$ cat config.mk
export PLATFORM = sky130hd
export DESIGN_NAME = alu_control_sequencer
export DESIGN_NICKNAME = d
export VERILOG_FILES = /design/src/rtl/cpu_ctrl_pkg.sv /design/src/rtl/reg_select_decoder.sv /design/src/rtl/alu_control_sequencer.sv
export SDC_FILE = /design/constraint.sdc
export NUM_CORES = 1
export LEC_CHECK = 0
export BUFFER_PORTS_ARGS = -buffer_cell sky130_fd_sc_hd__buf_2
export CORE_MARGIN = 8
export CORE_UTILIZATION = 38
export DETAILED_ROUTE_END_ITERATION = 8
export GPL_TIMING_DRIVEN = 0
export HOLD_SLACK_MARGIN = 0.02
export PLACE_DENSITY = 0.86
export SLEW_MARGIN = 20
export SYNTH_ARGS = -nofsm -noshare
export SYNTH_HDL_FRONTEND = slang
export SYNTH_HIERARCHICAL = 1
export SYNTH_SLANG_ARGS = --single-unit
$ cat constraint.sdc
create_clock -name clock -period 7.1 [get_ports clock]
set_clock_uncertainty 0.1 [all_clocks]
set_input_delay 0.71 -clock clock [delete_from_list [all_inputs] [get_ports clock]]
set_output_delay 0.71 -clock clock [all_outputs]
set_load 0.1 [all_outputs]
$ cat src/rtl/cpu_ctrl_pkg.sv
// Shared definitions for the ALU control sequencer: states, opcodes, alu_op
// bit positions, IR field positions and the opcode classifier.
package cpu_ctrl_pkg;

    localparam int unsigned IR_W      = 32;
    localparam int unsigned OP_LSB    = 27;
    localparam int unsigned RA_LSB    = 23;
    localparam int unsigned RB_LSB    = 19;
    localparam int unsigned RC_LSB    = 15;
    localparam int unsigned REG_IDX_W = 4;
    localparam int unsigned ALU_OP_W  = 13;
    localparam int unsigned ALU_IDX_W = 4;

    typedef enum logic [3:0] {
        ST_IDLE,
        ST_T0,
        ST_T1,
        ST_T2,
        ST_T3,
        ST_T4,
        ST_T5,
        ST_T6,
        ST_HALT
    } state_e;

    localparam logic [4:0] OPC_ADD  = 5'b00011;
    localparam logic [4:0] OPC_SUB  = 5'b00100;
    localparam logic [4:0] OPC_SHR  = 5'b00101;
    localparam logic [4:0] OPC_SHRA = 5'b00110;
    localparam logic [4:0] OPC_SHL  = 5'b00111;
    localparam logic [4:0] OPC_ROR  = 5'b01000;
    localparam logic [4:0] OPC_ROL  = 5'b01001;
    localparam logic [4:0] OPC_AND  = 5'b01010;
    localparam logic [4:0] OPC_OR   = 5'b01011;
    localparam logic [4:0] OPC_MUL  = 5'b01111;
    localparam logic [4:0] OPC_DIV  = 5'b10000;
    localparam logic [4:0] OPC_NEG  = 5'b10001;
    localparam logic [4:0] OPC_NOT  = 5'b10010;

    localparam int unsigned ALU_ADD  = 0;
    localparam int unsigned ALU_SUB  = 1;
    localparam int unsigned ALU_MUL  = 2;
    localparam int unsigned ALU_DIV  = 3;
    localparam int unsigned ALU_AND  = 4;
    localparam int unsigned ALU_OR   = 5;
    localparam int unsigned ALU_SHR  = 6;
    localparam int unsigned ALU_SHRA = 7;
    localparam int unsigned ALU_SHL  = 8;
    localparam int unsigned ALU_ROR  = 9;
    localparam int unsigned ALU_ROL  = 10;
    localparam int unsigned ALU_NEG  = 11;
    localparam int unsigned ALU_NOT  = 12;

    typedef struct packed {
        logic                 legal;
        logic                 muldiv;
        logic                 unary;
        logic [ALU_IDX_W-1:0] alu_idx;
    } op_info_t;

    // Classify an opcode: legality, HI/LO result, single-source, alu_op bit.
    function automatic op_info_t decode_op(input logic [4:0] op);
        op_info_t info;
        info       = '0;
        info.legal = 1'b1;
        case (op)
            OPC_ADD:  info.alu_idx = ALU_IDX_W'(ALU_ADD);
            OPC_SUB:  info.alu_idx = ALU_IDX_W'(ALU_SUB);
            OPC_SHR:  info.alu_idx = ALU_IDX_W'(ALU_SHR);
            OPC_SHRA: info.alu_idx = ALU_IDX_W'(ALU_SHRA);
            OPC_SHL:  info.alu_idx = ALU_IDX_W'(ALU_SHL);
            OPC_ROR:  info.alu_idx = ALU_IDX_W'(ALU_ROR);
            OPC_ROL:  info.alu_idx = ALU_IDX_W'(ALU_ROL);
            OPC_AND:  info.alu_idx = ALU_IDX_W'(ALU_AND);
            OPC_OR:   info.alu_idx = ALU_IDX_W'(ALU_OR);
            OPC_MUL: begin
                info.alu_idx = ALU_IDX_W'(ALU_MUL);
                info.muldiv  = 1'b1;
            end
            OPC_DIV: begin
                info.alu_idx = ALU_IDX_W'(ALU_DIV);
                info.muldiv  = 1'b1;
            end
            OPC_NEG: begin
                info.alu_idx = ALU_IDX_W'(ALU_NEG);
                info.unary   = 1'b1;
            end
            OPC_NOT: begin
                info.alu_idx = ALU_IDX_W'(ALU_NOT);
                info.unary   = 1'b1;
            end
            default:  info.legal = 1'b0;
        endcase
        return info;
    endfunction

endpackage

$ cat src/rtl/reg_select_decoder.sv
// Register index to one-hot select; indices at or beyond NUM_REGS select nothing.
module reg_select_decoder #(
    parameter int unsigned NUM_REGS = 16,
    parameter int unsigned IDX_W    = 4
) (
    input  logic                en,
    input  logic [IDX_W-1:0]    idx,
    output logic [NUM_REGS-1:0] sel
);

    always_comb begin
        sel = '0;
        for (int unsigned i = 0; i < NUM_REGS; i++) begin
            if (en && (32'(idx) == i)) begin
                sel[i] = 1'b1;
            end
        end
    end

endmodule

$ cat src/rtl/alu_control_sequencer.sv
// Fetch/execute control sequencer for register-format ALU instructions.
// Build option ILLEGAL_TRAP_EN: illegal opcodes halt instead of executing as NOPs.
module alu_control_sequencer
    import cpu_ctrl_pkg::*;
#(
    parameter int unsigned NUM_REGS = 16,
    parameter int unsigned OP_W     = 5
) (
    input  logic                clock,
    input  logic                clear,
    input  logic                run,
    input  logic [IR_W-1:0]     ir,
    input  logic                mem_ready,
    output logic                PCout,
    output logic                MARin,
    output logic                IncPC,
    output logic                PCin,
    output logic                MDMuxread,
    output logic                MDRin,
    output logic                MDRout,
    output logic                IRin,
    output logic                Yin,
    output logic                Zlowin,
    output logic                Zhighin,
    output logic                Zlowout,
    output logic                Zhighout,
    output logic                HIin,
    output logic                LOin,
    output logic [NUM_REGS-1:0] Rin,
    output logic [NUM_REGS-1:0] Rout,
    output logic [ALU_OP_W-1:0] alu_op,
    output logic                busy,
    output logic                done,
    output logic                illegal
);

    state_e                 state;
    logic                   t1_first;
    logic [OP_W-1:0]        op_field;
    op_info_t               info;
    logic [REG_IDX_W-1:0]   ra;
    logic [REG_IDX_W-1:0]   rb;
    logic [REG_IDX_W-1:0]   rc;
    logic                   rin_en;
    logic                   rout_en;
    logic [REG_IDX_W-1:0]   rout_idx;
    logic                   unused_ir;

    assign op_field  = ir[OP_LSB +: OP_W];
    assign info      = decode_op(5'(op_field));
    assign ra        = ir[RA_LSB +: REG_IDX_W];
    assign rb        = ir[RB_LSB +: REG_IDX_W];
    assign rc        = ir[RC_LSB +: REG_IDX_W];
    assign unused_ir = ^ir[RC_LSB-1:0];

    // State register and transitions; t1_first marks the single PC write cycle.
    always_ff @(posedge clock or negedge clear) begin
        if (!clear) begin
            state    <= ST_IDLE;
            t1_first <= 1'b0;
        end else begin
            t1_first <= (state == ST_T0);
            case (state)
                ST_IDLE: if (run) state <= ST_T0;
                ST_T0:   state <= ST_T1;
                ST_T1:   if (mem_ready) state <= ST_T2;
                ST_T2:   state <= ST_T3;
                ST_T3: begin
                    if (info.legal) state <= ST_T4;
`ifdef ILLEGAL_TRAP_EN
                    else state <= ST_HALT;
`else
                    else state <= run ? ST_T0 : ST_IDLE;
`endif
                end
                ST_T4:   state <= ST_T5;
                ST_T5: begin
                    if (info.muldiv) state <= ST_T6;
                    else             state <= run ? ST_T0 : ST_IDLE;
                end
                ST_T6:   state <= run ? ST_T0 : ST_IDLE;
                ST_HALT: state <= ST_HALT;
                default: state <= ST_IDLE;
            endcase
        end
    end

    // Strobe decode from the current step and the IR fields.
    always_comb begin
        PCout     = 1'b0;
        MARin     = 1'b0;
        IncPC     = 1'b0;
        PCin      = 1'b0;
        MDMuxread = 1'b0;
        MDRin     = 1'b0;
        MDRout    = 1'b0;
        IRin      = 1'b0;
        Yin       = 1'b0;
        Zlowin    = 1'b0;
        Zhighin   = 1'b0;
        Zlowout   = 1'b0;
        Zhighout  = 1'b0;
        HIin      = 1'b0;
        LOin      = 1'b0;
        alu_op    = '0;
        done      = 1'b0;
        rin_en    = 1'b0;
        rout_en   = 1'b0;
        rout_idx  = rb;
        busy      = (state != ST_IDLE) && (state != ST_HALT);
        illegal   = (state == ST_HALT);
        case (state)
            ST_T0: begin
                PCout  = 1'b1;
                MARin  = 1'b1;
                IncPC  = 1'b1;
                Zlowin = 1'b1;
            end
            ST_T1: begin
                Zlowout   = t1_first;
                PCin      = t1_first;
                MDMuxread = 1'b1;
                MDRin     = 1'b1;
            end
            ST_T2: begin
                MDRout = 1'b1;
                IRin   = 1'b1;
            end
            ST_T3: begin
                if (info.legal) begin
                    rout_en = 1'b1;
                    Yin     = 1'b1;
                end else begin
`ifdef ILLEGAL_TRAP_EN
                    done = 1'b0;
`else
                    done = 1'b1;
`endif
                end
            end
            ST_T4: begin
                rout_en  = 1'b1;
                rout_idx = info.unary ? rb : rc;
                alu_op   = ALU_OP_W'(1) << info.alu_idx;
                Zlowin   = 1'b1;
                Zhighin  = info.muldiv;
            end
            ST_T5: begin
                Zlowout = 1'b1;
                LOin    = info.muldiv;
                rin_en  = !info.muldiv;
                done    = !info.muldiv;
            end
            ST_T6: begin
                Zhighout = 1'b1;
                HIin     = 1'b1;
                done     = 1'b1;
            end
            default: ;
        endcase
    end

    reg_select_decoder #(
        .NUM_REGS (NUM_REGS),
        .IDX_W    (REG_IDX_W)
    ) u_rin_dec (
        .en  (rin_en),
        .idx (ra),
        .sel (Rin)
    );

    reg_select_decoder #(
        .NUM_REGS (NUM_REGS),
        .IDX_W    (REG_IDX_W)
    ) u_rout_dec (
        .en  (rout_en),
        .idx (rout_idx),
        .sel (Rout)
    );

endmodule

==> flow_metrics.py, run 1 <==
metrics = {
    "outcome": {
        "status": "completed",
    },
    "logic_synthesis": {
        "synth.avg_cell_area_um2": 6.35,
        "yosysSeqAreaShare_pct": 13.3,
        "ys_ff_latch": 5,
        "yosysUniqueCellTypes": 37,
        "synth_cells": 148,
        "synth_area_um2": 940,
        "synth_nets": 184,
        "synth_edf_count": 0,
        "async_flop_share_pct": 100,
        "ys.flop_type": "dfrtp_1",
        "yosys_warnings": 6,
    },
    "timing": {
        "rsz0062_at_grt": "no",
        "fin_crit_sh_pct": 53.8,
        "finalMaxSlewViolations": 0,
        "setup-tns-final_ns": 0,
        "setup_viol_count_final": 0,
        "hold_violations": 0,
        "period_minus_slack_ns": 3.82,
        "slew_headroom_pct": 67.0,
        "setup_ws_ns": 3.28,
        "worstMarginPinSlew_ns": 0.499,
        "max_freq_mhz": 262,
    },
    "setup_path": {
        "cpMaxStageDelayCell": "buf_2",
        "crit_chain": "buf_2, clkbuf_1, nand2b_1, nor2_1, a21oi_1, mux2_2, or3b_4, nor3_2, buf_2",
        "cp_max_fo": 10,
        "critPathArrivalTime_ns": 3.01,
        "setup.worst_path.end_class": "primary output",
        "worstPathRequired_ns": 6.29,
        "path_buf_inv": 3,
        "cpMostUsedCell": "buf_2",
        "critPathKind": "input port to primary output",
        "crit_family": "simple AND/OR/NAND/NOR gates",
        "crit_path_start_kind": "input port",
        "cp_slowest_stage_delay_ns": 0.44,
    },
    "cells_and_area": {
        "diodes": 0,
        "area_growth_pct": 50.5,
        "num-nets-final": 271,
        "fin_area_um2": 1410,
        "drive_gt1_share_pct": 44.4,
        "utilization_pct": 58.7,
    },
    "placed_design": {
        "io_buffer_count": 82,
        "pre_cts_slack_ns": 3.27,
        "place_area_um2": 1390,
        "dp_hpwl_mm": 2.77,
        "gp_congestion": 0.870,
    },
    "power_and_ir_drop": {
        "intPower_w": 0.000147,
        "pwr-share-comb_pct": 85.3,
        "vdd_drop_max_v": 0.000696,
        "p_leak_nw": 0.799,
        "p_sw_w": 0.000381,
        "power_density_nw_per_um2": 374,
        "power.share.sequential_pct": 8.8,
        "p_sw_share_pct": 72.2,
        "p_clk_share_pct": 5.8,
    },
    "min_path": {
        "worst_hold_path_type": "input port to asynchronous set/reset pin",
    },
    "drt": {
        "ant_nets": 0,
        "wl_per_cell_um": 12.3,
        "drc": 0,
        "vias": 1359,
        "wl_mm": 3.24,
        "initialDrtViolationCount": 35,
        "routed_via_density": 5.15,
        "drtPass1Iterations": 4,
    },
    "die": {
        "ios": 99,
        "core_um2": 2410,
        "die_h_um": 65.7,
        "die_width_um": 65.7,
        "design.die.area_um2": 4320,
        "num_rows": 18,
        "start_util_pct": 39.0,
    },
    "clock_network": {
        "htreeDepth": 1,
        "cts_resized": 0,
        "cts_sinks": 5,
        "post_cts_buffers": 0,
        "clock_latency_ns": 0.23,
        "clk_pin_slew_worst_paths_ns": 0.04,
        "cts_root_buffer": "clkbuf_4",
        "cts_tree": "built",
        "numCtsBuffers": 3,
        "cts_hold_buf": 0,
        "clockBufferDepth": 2,
    },
    "global_route": {
        "grt_use_total_pct": 13.5,
        "antenna_found_initial": 0,
        "overflow": 0,
        "grt_start_max_net_pins": 11,
        "grt_pass1_wl_mm": 4.97,
        "grt_pass1_vias": 1260,
    },
    "job": {
        "drv_cap": 0,
    },
}
==> stage by stage <==
step	power, W	cells	hold slack [ns]
2_1_floorplan	0.000437	148	0.314
3_3_place_gp	0.000496	260	0.425
3_5_place_dp	0.000499	260	0.425
4_1_cts	0.000531	264	0.179
5_1_grt	0.000558	264	0.167
6_report	0.000528	264	0.180
==> cells by family after synthesis <==
kind of cell	Yosys count	share of synthesized area, %
buffers and inverters	17	9.85
multiplexers	4	4.79
AO/OA/AOI/OAI	20	15.7
AND/OR/NAND/NOR	101	55.4
flip-flops	5	13.3
XOR/XNOR	1	0.932
==> registers in the layout (all words and copies together), names as in the netlist <==
name,cells
t1_first,1
state,4
==> Yosys cell counts (2+ instances only) <==
| master | n | area [um2] |
|---|---|---|
| nor2_1 | 39 | 146 |
| or3b_4 | 2 | 22.5 |
| a21oi_1 | 6 | 30.0 |
| nand3b_1 | 4 | 30.0 |
| nand2b_1 | 8 | 50.1 |
| or3_1 | 3 | 18.8 |
| nand2_1 | 12 | 45.0 |
| nor4_1 | 2 | 12.5 |
| nor3_2 | 2 | 20.0 |
| inv_1 | 7 | 26.3 |
| o21ai_0 | 4 | 20.0 |
| nor3_1 | 13 | 65.1 |
| a211oi_1 | 3 | 22.5 |
| and2_1 | 3 | 18.8 |
| dfrtp_1 | 5 | 125 |
| buf_4 | 5 | 37.5 |
| buf_2 | 2 | 10.0 |
| mux2_2 | 4 | 45.0 |
| nor2b_1 | 4 | 25.0 |
| nand3_1 | 3 | 15.0 |
==> area by class of cell <==
cell class | count | area [um2]
timing repair buffer | 82 | 410
buffer | 10 | 66.3
tap | 30 | 37.5
clock buffer | 4 | 26.3
multi-input combinational | 126 | 722
fill | 246 | 996
inverter | 7 | 26.3
sequential | 5 | 125
==> power by group through the flow <==
stage	sequential (W)	clock [W]	combinational (W)
after CTS	0.0000467	0.0000317	0.000452
after global routing	0.0000487	0.0000353	0.000474
final	0.0000467	0.0000309	0.000451
after global placement	0.0000468	0	0.000449
after detailed placement	0.0000471	0	0.000452
after floorplan	0.0000452	0	0.000392
==> cells in the final DEF (no fill, tap or decap), types with 2 or more instances in the layout <==
| cell | synthesis | layout |
|---|---|---|
| buf_2 | 2 | 84 |
| nor2_1 | 39 | 39 |
| nor3_1 | 13 | 13 |
| nand2_1 | 12 | 12 |
| nand2b_1 | 8 | 8 |
| inv_1 | 7 | 7 |
| a21oi_1 | 6 | 6 |
| buf_4 | 5 | 5 |
| dfrtp_1 | 5 | 5 |
| nor2b_1 | 4 | 4 |
| o21ai_0 | 4 | 4 |
| mux2_2 | 4 | 4 |
| nand3b_1 | 4 | 4 |
| and2_1 | 3 | 3 |
| a211oi_1 | 3 | 3 |
| or3_1 | 3 | 3 |
| nand3_1 | 3 | 3 |
| clkbuf_4 | 0 | 3 |
| clkbuf_1 | 1 | 2 |
| nor4_1 | 2 | 2 |
| or3b_4 | 2 | 2 |
| nor3_2 | 2 | 2 |
==> per-layer routing <==
metal  track usage (%)  share of wire [%]  vias to the layer above
met5                 0                  0                        -
met2              27.4                 51                       56
met3              4.93                 10                        4
met1              12.3                 38                      613
li1                  -                  -                      686
met4              2.45                1.0                        0
==> path summary, 6_finish.rpt <==
| kind | from | end | slack, ns | cells after the start |
|---|---|---|---|---|
| setup / recovery | ir[31] | Rout[0] | 3.28 | 9 |
| hold / removal | clear | state[1] | 0.18 | 1 |
| setup reg to reg | state[0] | state[0] | 5.30 | 5 |
| hold reg to reg | state[1] | state[2] | 0.59 | 2 |
| max in group asynchronous | clear | state[2] | 6.60 | 1 |
| min in group clock | state[1] | state[2] | 0.59 | 2 |
(Power assumes the default switching activity.)
==> run 2, diff against run 1 <==
Settings changed: ABC_AREA set to 1, PLACE_DENSITY 0.86 to 0.82.
Clock period 7.1 ns to 4 ns, I/O delays scaled along.
==> run 2 against run 1 <==
Highest routed layer unchanged; final area increased by 12%; critical path depth down 1; power grew 76%; hold slack better by 0.19 ns; utilization fell by 0.64 points; via count rose by 12%; combinational power is 74% higher.
==> flow_metrics.py, run 2 <==
metrics = {
    "outcome": {
        "status": "completed",
    },
    "global_route": {
        "grt_pass1_vias": 1564,
        "grt_pass1_wl_mm": 6.50,
        "antenna_found_initial": 0,
        "overflow": 0,
        "grt_use_total_pct": 15.1,
        "grt_start_max_net_pins": 8,
    },
    "drt": {
        "drtPass1Iterations": 4,
        "routed_via_density": 4.76,
        "initialDrtViolationCount": 76,
        "ant_nets": 0,
        "vias": 1519,
        "drc": 0,
        "wl_per_cell_um": 11.5,
        "wl_mm": 3.68,
    },
    "cells_and_area": {
        "multiInputGateArea_um2": 810,
        "diodes": 0,
        "nFillCells": 265,
        "final_cell_mix": "buf_2, nor2_1, nand2_1, inv_1",
        "area_growth_pct": 45.4,
        "num-nets-final": 325,
        "layout_commonest_cell": "buf_2",
        "drive_gt1_share_pct": 48.3,
        "largest_reg_flops": 4,
        "reg_top3": "state: 4 flops, t1_first: 1 flops",
        "utilization_pct": 58.0,
        "seqCellArea_um2": 125,
        "fin_cells": 319,
        "top_register": "state",
    },
    "timing": {
        "hold_slack_ns": 0.365,
        "rsz0062_at_grt": "no",
        "setup-tns-final_ns": 0,
        "worstMarginPinSlew_ns": 0.483,
        "finalMaxSlewViolations": 0,
        "slew_headroom_pct": 67.7,
        "max_freq_mhz": 353,
        "fin_crit_sh_pct": 70.9,
        "hold_violations": 0,
        "setup_viol_count_final": 0,
        "period_minus_slack_ns": 2.84,
    },
    "power_and_ir_drop": {
        "power.share.sequential_pct": 9.2,
        "p_sw_share_pct": 74.0,
        "p_clk_share_pct": 6.2,
        "power_density_nw_per_um2": 585,
        "vdd_drop_max_v": 0.000653,
        "p_leak_nw": 0.980,
        "pwr-share-comb_pct": 84.6,
        "intPower_w": 0.000242,
        "p_sw_w": 0.000687,
    },
    "placed_design": {
        "dp_hpwl_mm": 3.20,
        "io_buffer_count": 83,
        "dp.cells": 314,
        "gp_congestion": 0.856,
    },
    "job": {
        "drv_cap": 0,
    },
    "logic_synthesis": {
        "async_flop_share_pct": 100,
        "synth_top_area_share_pct": 21.3,
        "synth_commonest_cells": "nor2_1, nand2_1, inv_1, nand2_2, nand3_1",
        "synth_edf_count": 0,
        "synth_area_um2": 1090,
        "yosys.area.top_type": "nor2_1",
        "synth_cells": 200,
        "synth_nets": 236,
        "ys_ff_latch": 5,
        "yosys-top-cells-area": "nor2_1, dfrtp_1, nand2_1",
        "synth.avg_cell_area_um2": 5.46,
        "yosysMostFrequentCell": "nor2_1",
        "yosysSeqAreaShare_pct": 11.5,
        "yosysUniqueCellTypes": 22,
        "yosys_warnings": 6,
        "ys.flop_type": "dfrtp_1",
    },
    "die": {
        "num_rows": 19,
        "design.die.area_um2": 4840,
        "ios": 99,
        "die_h_um": 69.6,
        "core_um2": 2730,
        "die_width_um": 69.6,
        "start_util_pct": 39.9,
    },
    "min_path": {
        "worst_hold_path_type": "input port to flip-flop",
    },
    "clock_network": {
        "clockBufferDepth": 2,
        "cts_sinks": 5,
        "htreeDepth": 1,
        "cts_tree": "built",
        "numCtsBuffers": 3,
        "cts_root_buffer": "clkbuf_4",
        "clk_pin_slew_worst_paths_ns": 0.04,
        "clock_latency_ns": 0.24,
    },
    "setup_path": {
        "setup.worst_path.end_class": "primary output",
        "worstPathRequired_ns": 3.50,
        "critPathArrivalTime_ns": 2.34,
        "crit_path_start_kind": "flip-flop",
        "rrSetupSlack_ns": 2.65,
        "critPathKind": "flip-flop to primary output",
        "cp_max_fo": 7,
    },
}
## run 2: area by class of cell
| cell class | instances | share of cell area [%] |
|---|---|---|
| timing repair buffer | 84 | 26.8 |
| multi-input combinational | 157 | 51.0 |
| tap | 31 | 2.44 |
| clock buffer | 4 | 1.66 |
| inverter | 33 | 7.81 |
| sequential | 5 | 7.89 |
| buffer | 5 | 2.37 |
## run 2: metrics by stage
step | instance area (um2) | setup slack [ns] | total power, W
after detailed placement | 1550 | 1.32 | 0.000876
after global routing | 1590 | 0.858 | 0.000982
after CTS | 1590 | 1.16 | 0.000935
after floorplan | 1100 | 0.210 | 0.000763
final | 1590 | 1.16 | 0.000929
after global placement | 1550 | 1.34 | 0.000870
## run 2: kinds of logic after synthesis
family | count (synthesis) | synth area share (%)
buffers and inverters | 38 | 14.8
AO/OA/AOI/OAI | 7 | 4.24
flip-flops | 5 | 11.5
multiplexers | 4 | 4.13
AND/OR/NAND/NOR | 146 | 65.4
## run 2: final timing paths
check	from	cells after the start	endpoint
max reg2reg	state[3]	7	state[0]
min in group asynchronous	clear	2	state[2]
min	mem_ready	3	state[0]
max in group asynchronous	clear	2	state[3]
max	state[3]	8	Rin[12]
min reg2reg	state[3]	2	state[3]
## run 2: critical path, cell delays in order (launching register included)
cell and delay, ns:
dfrtp_1 0.40, inv_2 0.10, nand2_2 0.08, nor3_1 0.24, inv_1 0.10, nor2_1 0.41
nand3_2 0.18, nor2_1 0.14, buf_2 0.44
## run 2: power groups by stage
stage	registers, W	logic [W]	clock network (W)
2_1_floorplan	0.0000830	0.000680	0
3_3_place_gp	0.0000858	0.000785	0
3_5_place_dp	0.0000857	0.000790	0
4_1_cts	0.0000849	0.000791	0.0000587
5_1_grt	0.0000887	0.000829	0.0000635
6_report	0.0000853	0.000786	0.0000573
## run 2: per-layer routing
layer  global-route usage, %  share of wire, %  wire (um)  up-vias
li1                        -                 -          -      792
met3                    6.58                14        502        4
met2                    26.0                45       1660       83
met4                    4.10              0.82         30        0
met1                    16.3                40       1480      640
met5                       0                 0          0        -
## run 2: repair_timing
item	4_1_cts	5_1_grt
setup buffers	0	0
hold buffers	1	0
gates resized for setup	0	0
endpoints found under the hold margin	5	0
==> run 3, diff against run 2 <==
Settings changed: CORE_UTILIZATION 38 to 34, PLACE_DENSITY 0.82 to 0.77.
Clock period 4 ns to 2.6 ns, I/O delays scaled along.
==> run 3 against run 2 <==
Critical path depth grew 1; non-clock buffer count did not move; sequential share of layout area shrank 1.1 points; register-to-register slack worse by 1.5 ns; first-iteration DRC count down 26%; largest power group unchanged.
==> flow_metrics.py, run 3 (synthesized netlist as in run 2, its figures left out) <==
metrics = {
    "global_route": {
        "antenna_found_initial": 0,
        "grt_pass1_vias": 1523,
        "overflow": 0,
        "grt_pass1_wl_mm": 6.47,
        "grt_use_total_pct": 14.5,
        "grt_start_max_net_pins": 8,
    },
    "clock_network": {
        "post_cts_buffers": 0,
        "clockBufferDepth": 2,
        "clock_latency_ns": 0.23,
        "cts_sinks": 5,
        "clk_pin_slew_worst_paths_ns": 0.04,
        "htreeDepth": 1,
        "cts_root_buffer": "clkbuf_4",
        "cts_tree": "built",
        "numCtsBuffers": 3,
    },
    "cells_and_area": {
        "largest_reg_flops": 4,
        "drive_gt1_share_pct": 59.7,
        "diodes": 0,
        "layout_commonest_cell": "buf_2",
        "nFillCells": 310,
        "seqCellArea_um2": 125,
        "multiInputGateArea_um2": 923,
        "final_cell_mix": "buf_2, nor2_1, nor2_2, nand2_1",
        "reg_top3": "state: 4 flops, t1_first: 1 flops",
        "fin_area_um2": 1840,
        "utilization_pct": 60.2,
        "area_growth_pct": 68.5,
        "top_register": "state",
        "num-nets-final": 325,
    },
    "timing": {
        "max_freq_mhz": 402,
        "slew_headroom_pct": 67.0,
        "setup-tns-final_ns": 0,
        "hold_violations": 0,
        "finalMaxSlewViolations": 0,
        "setup_ws_ns": 0.110,
        "period_minus_slack_ns": 2.49,
        "fin_crit_sh_pct": 95.8,
        "hold_slack_ns": 0.247,
        "worstMarginPinSlew_ns": 0.498,
        "setup_viol_count_final": 0,
        "rsz0062_at_grt": "yes",
    },
    "die": {
        "num_rows": 20,
        "die_h_um": 72.6,
        "start_util_pct": 35.7,
        "design.die.area_um2": 5280,
        "core_um2": 3050,
        "die_width_um": 72.6,
        "ios": 99,
    },
    "outcome": {
        "status": "completed",
    },
    "drt": {
        "wl_per_cell_um": 12.0,
        "wl_met2_mm": 1.92,
        "drtPass1Iterations": 4,
        "drc": 0,
        "routed_via_density": 4.60,
        "initialDrtViolationCount": 56,
        "wl_mm": 3.97,
        "wl_met3_um": 459,
        "ant_nets": 0,
        "vias": 1527,
        "wl_met1_mm": 1.56,
        "highest_layer": "met4",
    },
    "job": {
        "drv_cap": 0,
    },
    "setup_path": {
        "reg2reg_depth": 4,
        "critPathArrivalTime_ns": 2.13,
        "setup.worst_path.end_class": "primary output",
        "cp_max_fo": 5,
        "rrSetupSlack_ns": 1.11,
        "reg2reg_from": "state[0]",
        "worstPathRequired_ns": 2.24,
        "critPathLaunch": "state[1]",
        "crit_path_start_kind": "flip-flop",
        "timing.rr.end": "state[0]",
        "critPathKind": "flip-flop to primary output",
    },
    "placed_design": {
        "io_buffer_count": 83,
        "gp_congestion": 0.810,
        "dp_hpwl_mm": 3.40,
        "pre_cts_slack_ns": 0.0970,
        "place_area_um2": 1650,
    },
    "power_and_ir_drop": {
        "p_leak_nw": 0.987,
        "vdd_drop_max_v": 0.000367,
        "power_density_nw_per_um2": 820,
    },
    "min_path": {
        "min_from": "mem_ready",
        "min_to": "state[0]",
        "whs_path_depth": 3,
        "worst_hold_path_type": "input port to flip-flop",
    },
}
## run 3: cell types whose count changed in the layout (fill, tap and decap cells not counted), moves of 2 or more
cell      previous run  this run
nor2_4               1         3
buf_2               83        51
nor3_1               4         1
clkbuf_4             3         7
nor2_1              62        34
nor2_2               6        32
buf_4                5        22
buf_6                0        11
nor3_4               0         2
## run 3: repair_timing
action | 4_1_cts | 5_1_grt
endpoints found under the hold margin | 5 | 0
hold buffers | 1 | 0
resized for setup | 29 | 21
endpoints found under the setup margin | 31 | 32
## run 3: where the power goes
group / internal [W] / switching [W]
clock network: 0.0000578 / 0.0000290
logic: 0.000228 / 0.00105
registers: 0.000107 / 0.0000306
total: 0.000394 / 0.00111
## run 3: worst max path at each step
stage / endpoint / slack [ns] / cells past startpoint
4_1_cts: Rin[14] / 0.02 / 8
2_1_floorplan: Rin[12] / -0.40 / 7
6_report: Rout[6] / 0.11 / 9
5_1_grt: Rout[0] / -0.009 / 9
3_3_place_gp: Rin[7] / 0.13 / 8
3_5_place_dp: Rin[7] / 0.1 / 8
## run 3: area by class of cell
class	count	area share (%)
plain buffers	5	2.04
repair buffers	84	29.7
well taps	44	3.00
inverters	33	6.74
flip-flops and latches	5	6.81
multi-input cells	157	50.2
clock buffers	4	1.43
## run 3: worst max-delay path: stages, from the launching register on
cell	delay [ns]
dfrtp_1	0.41
inv_2	0.16
nand2_2	0.12
nor2_4	0.12
nand2_2	0.11
mux2_2	0.33
inv_1	0.08
nand2_1	0.13
nor2_2	0.14
buf_4	0.29
## run 3: stage by stage
stage,cells,total power (W)
after global routing,332,0.00159
after detailed placement,327,0.00139
after CTS,332,0.00149
after global placement,327,0.00138
final,332,0.00151
after floorplan,200,0.00121
## run 3: routing by layer
layer / global-route usage, % / up-vias
met5: 0 / -
met4: 4.00 / 0
met3: 5.91 / 4
met2: 26.8 / 63
met1: 14.4 / 667
li1: - / 793
